<file path="src/rtl/stream_mux_arb.sv">
// N-channel valid/ready stream mux with fixed-select or round-robin
// arbitration, packet-level grant locking and a registered output stage.
//
// Ports:
//   clk, rst         rising-edge clock, synchronous active-high reset
//   mode, sel        0 = fixed select on sel, 1 = round-robin
//   in_data          channel k occupies bits [k*W +: W]
//   in_valid/last    per-channel handshake and end-of-packet flag
//   in_ready         per-channel ready, at most one bit high
//   out_*            registered beat with source channel index out_ch
//   out_ready        consumer ready
//   busy             high while a packet holds the grant
module stream_mux_arb #(
    parameter int N_CH  = 4,
    parameter int W     = 2,
    parameter int SEL_W = $clog2(N_CH)
) (
    input  logic              clk,
    input  logic              rst,
    input  logic              mode,
    input  logic [SEL_W-1:0]  sel,
    input  logic [N_CH*W-1:0] in_data,
    input  logic [N_CH-1:0]   in_valid,
    input  logic [N_CH-1:0]   in_last,
    output logic [N_CH-1:0]   in_ready,
    output logic [W-1:0]      out_data,
    output logic              out_valid,
    output logic              out_last,
    output logic [SEL_W-1:0]  out_ch,
    input  logic              out_ready,
    output logic              busy
);

    typedef enum logic {IDLE, LOCKED} state_t;

    state_t           state_q, state_d;
    logic [SEL_W-1:0] lock_ch_q, lock_ch_d;
    logic [SEL_W-1:0] rr_ptr_q, rr_ptr_d;
    logic [W-1:0]     out_data_q, out_data_d;
    logic             out_valid_q, out_valid_d;
    logic             out_last_q, out_last_d;
    logic [SEL_W-1:0] out_ch_q, out_ch_d;

    logic             load_ok;
    logic             gnt_vld;
    logic [SEL_W-1:0] gnt_ch;
    logic             rr_vld;
    logic [SEL_W-1:0] rr_ch;
    logic             fx_vld;
    logic [W-1:0]     g_data;
    logic             g_valid;
    logic             g_last;
    logic             xfer;

    // Reset gates ready so nothing is accepted while rst is held.
    assign load_ok = !rst && (!out_valid_q || out_ready);

    // Fixed select; sel values beyond N_CH-1 match no channel.
    always_comb begin
        fx_vld = 1'b0;
        for (int k = 0; k < N_CH; k++) begin
            if (sel == SEL_W'(k) && in_valid[k]) fx_vld = 1'b1;
        end
    end

    // Round-robin search from rr_ptr+1; walking the distance
    // downwards lets the nearest valid channel win.
    always_comb begin
        rr_vld = 1'b0;
        rr_ch  = '0;
        for (int i = N_CH; i >= 1; i--) begin
            int j;
            j = int'(rr_ptr_q) + i;
            if (j >= N_CH) j = j - N_CH;
            for (int k = 0; k < N_CH; k++) begin
                if (j == k && in_valid[k]) begin
                    rr_vld = 1'b1;
                    rr_ch  = SEL_W'(k);
                end
            end
        end
    end

    always_comb begin
        gnt_vld = 1'b0;
        gnt_ch  = '0;
        if (state_q == LOCKED) begin
            gnt_vld = 1'b1;
            gnt_ch  = lock_ch_q;
        end else if (mode) begin
            gnt_vld = rr_vld;
            gnt_ch  = rr_ch;
        end else begin
            gnt_vld = fx_vld;
            gnt_ch  = sel;
        end
    end

    always_comb begin
        in_ready = '0;
        g_data   = '0;
        g_valid  = 1'b0;
        g_last   = 1'b0;
        for (int k = 0; k < N_CH; k++) begin
            if (gnt_ch == SEL_W'(k)) begin
                in_ready[k] = gnt_vld && load_ok;
                g_data      = in_data[k*W +: W];
                g_valid     = in_valid[k];
                g_last      = in_last[k];
            end
        end
    end

    assign xfer = gnt_vld && load_ok && g_valid;

    always_comb begin
        state_d     = state_q;
        lock_ch_d   = lock_ch_q;
        rr_ptr_d    = rr_ptr_q;
        out_data_d  = out_data_q;
        out_valid_d = out_valid_q;
        out_last_d  = out_last_q;
        out_ch_d    = out_ch_q;
        if (load_ok) begin
            out_valid_d = xfer;
            if (xfer) begin
                out_data_d = g_data;
                out_last_d = g_last;
                out_ch_d   = gnt_ch;
            end
        end
        case (state_q)
            IDLE: begin
                if (xfer && g_last) begin
                    rr_ptr_d = gnt_ch;
                end else if (xfer) begin
                    state_d   = LOCKED;
                    lock_ch_d = gnt_ch;
                end
            end
            LOCKED: begin
                if (xfer && g_last) begin
                    state_d  = IDLE;
                    rr_ptr_d = lock_ch_q;
                end
            end
            default: state_d = IDLE;
        endcase
    end

    always_ff @(posedge clk) begin
        if (rst) begin
            state_q     <= IDLE;
            lock_ch_q   <= '0;
            rr_ptr_q    <= SEL_W'(N_CH - 1);
            out_data_q  <= '0;
            out_valid_q <= 1'b0;
            out_last_q  <= 1'b0;
            out_ch_q    <= '0;
        end else begin
            state_q     <= state_d;
            lock_ch_q   <= lock_ch_d;
            rr_ptr_q    <= rr_ptr_d;
            out_data_q  <= out_data_d;
            out_valid_q <= out_valid_d;
            out_last_q  <= out_last_d;
            out_ch_q    <= out_ch_d;
        end
    end

    assign out_data  = out_data_q;
    assign out_valid = out_valid_q;
    assign out_last  = out_last_q;
    assign out_ch    = out_ch_q;
    assign busy      = (state_q == LOCKED);

endmodule

</file>
<file path="config.mk">
export PLATFORM = sky130hd
export DESIGN_NAME = stream_mux_arb
export DESIGN_NICKNAME = d
export VERILOG_FILES = /design/src/rtl/stream_mux_arb.sv
export SDC_FILE = /design/constraint.sdc
export NUM_CORES = 1
export LEC_CHECK = 0
export BUFFER_PORTS_ARGS = -buffer_cell sky130_fd_sc_hd__buf_4
export CAP_MARGIN = 20
export CORE_ASPECT_RATIO = 1.2
export CORE_UTILIZATION = 40
export DETAILED_ROUTE_END_ITERATION = 7
export PLACE_DENSITY = 0.64
export SLEW_MARGIN = 10
export SYNTH_ARGS = -nofsm -noshare
export SYNTH_HDL_FRONTEND = slang
export SYNTH_SLANG_ARGS = --single-unit
</file>
<file path="constraint.sdc">
create_clock -name clk -period 6 [get_ports clk]
set_input_delay 0.9 -clock clk [delete_from_list [all_inputs] [get_ports clk]]
set_output_delay 0.9 -clock clk [all_outputs]
set_load 0.005 [all_outputs]
</file>
==> flow_summary_export.csv <==
group,metric,value,unit
layout,num_antenna_cells,0,
worst_setup_path,criticalPathCategory,"in2out",
floorplanning,die_h,55.6,um
synth,synth_ff_type,"dfxtp_1",
timing,fmax,292,MHz
layout,stdcell_count,172,
timing,finalClockSkew,5.61,ps
timing,hold_viol,0,
power_and_ir_drop,p_sw,0.103,mW
synth,synth_nets,133,
route,initialDrtViolationCount,14,
global_route,track_usage,18.6,%
worst_setup_path,cp-startpoint,"in_valid[1]",
timing,final-max-slew-violation-count,0,
timing,post-route-period-util,57.1,%
hold_path,min-delay-path-class,"reg2reg",
timing,slew_headroom,50.0,%
flow_run,cap_violations,0,
worst_setup_path,reg2reg_depth,7,
power_and_ir_drop,pwr-share-comb,47.8,%
power_and_ir_drop,p_sw_share,37.1,%
layout,final_common_cell,"buf_4",
clocking,post-cts-setup-buffers,0,
clocking,h-tree-depth,1,
synth,avgSynthCellArea,8.62,um2
worst_setup_path,crit_chain,"buf_4 > or2_1 > o311ai_4 > nor3_4 > nor2b_1 > nor2_1 > buf_4",
clocking,ctsHoldBuffers,0,
route,route.vias.total,933,
place,portBuffers,32,
global_route,grt_antenna_before_repair,0,
clocking,clkLatencyLatePin,270,ps
clocking,cts_sinks,11,
hold_path,min_from,"lock_ch_q[0]",
clocking,cts_buffer_depth,2,
power_and_ir_drop,p_leak,0.523,nW
synth,synth-edff-count,0,
global_route,grt_max_degree,12,
run_status,status,"finished, final reports clean",
timing,tightest_slew,750,ps
clocking,tritoncts,"built",
clocking,cts_buffers,3,
layout,fillers,232,
floorplanning,floorplan.die_area,0.00259,mm2
synth,ys_warn_count,0,
floorplanning,start_util,41.9,%
power_and_ir_drop,p_seq_share,34.2,%
timing,rsz0062_at_grt,"no",
layout,mostFrequentLayoutCells,"32 x buf_4, 15 x nor2_1, 11 x dfxtp_1",
floorplanning,rows,19,
route,wire_per_inst,13.4,um
layout,fin_util,53.0,%
route,antenna_left,0,
synth,synth_seq_cells,11,
route,first_pass_iters,4,
power_and_ir_drop,ir_drop,0.154,mV
floorplanning,fp.dieW,46.7,um
synth,synthArstFlopShare,0,%
worst_setup_path,critPathMaxFanout,10,
worst_setup_path,critPathMaxStageDelay,590,ps
worst_setup_path,start_kind,"primary input",
layout,layout-drive-gt1-share,36.2,%
power_and_ir_drop,clockPowerShare,18.0,%
place,place_area,0.00118,mm2
synth,synth_top_area_share,23.0,%
power_and_ir_drop,power_density,229,mW/mm2
layout,area_delta_synth_final,26.3,%
timing,finalSetupViolations,0,
worst_setup_path,cp_common_cell,"buf_4",
clocking,cts.clk_slew.worst_paths,60,ps
place,place.gp.congestion,0.848,
floorplanning,io_pins,33,
layout,finalInstanceArea,0.00121,mm2
worst_setup_path,rr_startpoint,"rr_ptr_q[1]",
clocking,ctsResizeCount,0,
clocking,cts_root_buf,"clkbuf_4",
route,via_per_inst,5.42,
place,place.detailed.hpwl,1820,um
route,postRouteWirelength,2300,um
place,dpl.cell_count,168,
hold_path,holdPathStages,2,
global_route,grt_overflow,0,
synth,syn_area,957,um2
floorplanning,core_area,0.00228,mm2
synth,synthTopCellsByArea,"dfxtp_1 23%, mux2i_1 8.4%, nor2_1 5.9%",
timing,min_period,3420,ps
timing,worst_hold_slack,460,ps
synth,yosysUniqueCellTypes,46,
power_and_ir_drop,p_int,0.174,mW
global_route,grt_pass1_vias,862,
layout,layout.nets,164,
synth,synth_top_cell_by_area,"dfxtp_1",
worst_setup_path,cp-end-kind,"primary output",
synth,synth_cells,111,
route,drc,0,
worst_setup_path,critPathArrivalTime,2520,ps
synth,ys_seq_area_share,23.0,%
worst_setup_path,crit_slowest_cell,"nor2b_1",
worst_setup_path,critPathRequiredTime,5100,ps
timing,fin_setup_tns,0,ps
global_route,grt_first_pass_wirelength,3670,um
metrics by stage:
step	worst slack, ps	total power, mW
2_1_floorplan	2990	0.194
4_1_cts	2580	0.277
6_report	2580	0.276
3_5_place_dp	2580	0.228
3_3_place_gp	2600	0.226
5_1_grt	2450	0.295
cells by family after synthesis:
logic type | count (synthesis) | synth area share (%)
AO/OA/AOI/OAI | 25 | 22.4
flip-flops | 11 | 23.0
multiplexers | 12 | 14.9
AND/OR/NAND/NOR | 53 | 32.6
buffers and inverters | 10 | 7.19
worst max-delay path: cells and delay by family:
family | cells | cell delay, ps
and+or+nand+nor | 4 | 1010
AOI/OAI and AO/OA | 1 | 320
buffers and inverters | 2 | 290
registers in the layout, indices dropped and copies added, names as in the netlist, named ones only:
signal,flops
lock_ch_q,2
out_ch,2
out_data,2
out_last,1
out_valid,1
rr_ptr_q,2
synth_stat cells, types with 2 or more instances:
library cell and count:
mux2_2 2, inv_1 4, nor3_1 2, a211o_1 2, nand3b_1 2, or3_1 2
buf_6 4, nor2_1 15, a31o_2 2, dfxtp_1 11, nand2b_1 2, mux2i_1 8
nor2b_1 4, nand2_1 9, a21oi_1 10, nand3_1 2
metal layers:
| metal | share of wire, % | global-route usage [%] |
|---|---|---|
| met1 | 41 | 22.8 |
| met2 | 54 | 31.7 |
| met5 | 0 | 0 |
| met4 | 1.0 | 7.76 |
| met3 | 4.3 | 1.62 |
final timing paths:
path                   to  slack (ps)
min          lock_ch_q[0]         460
min reg2reg  lock_ch_q[0]         460
max           in_ready[1]        2580
max reg2reg   rr_ptr_q[0]        3380
power by group through the flow:
| stage | registers [mW] | clock network, mW | logic (mW) |
|---|---|---|---|
| CTS | 0.0945 | 0.0503 | 0.132 |
| finish | 0.0945 | 0.0498 | 0.132 |
| global placement | 0.0953 | 0 | 0.131 |
| global route | 0.0962 | 0.0549 | 0.144 |
| detailed placement | 0.0960 | 0 | 0.132 |
| floorplan | 0.0916 | 0 | 0.102 |
area by class of cell:
type	count	area [um2]	area share (%)
timing repair buffer	32	240	19.9
clock buffer	4	26.3	2.17
inverter	4	15.0	1.24
multi-input combinational	90	668	55.3
tap	31	38.8	3.21
sequential	11	220	18.2
(Power assumes the default switching activity.)
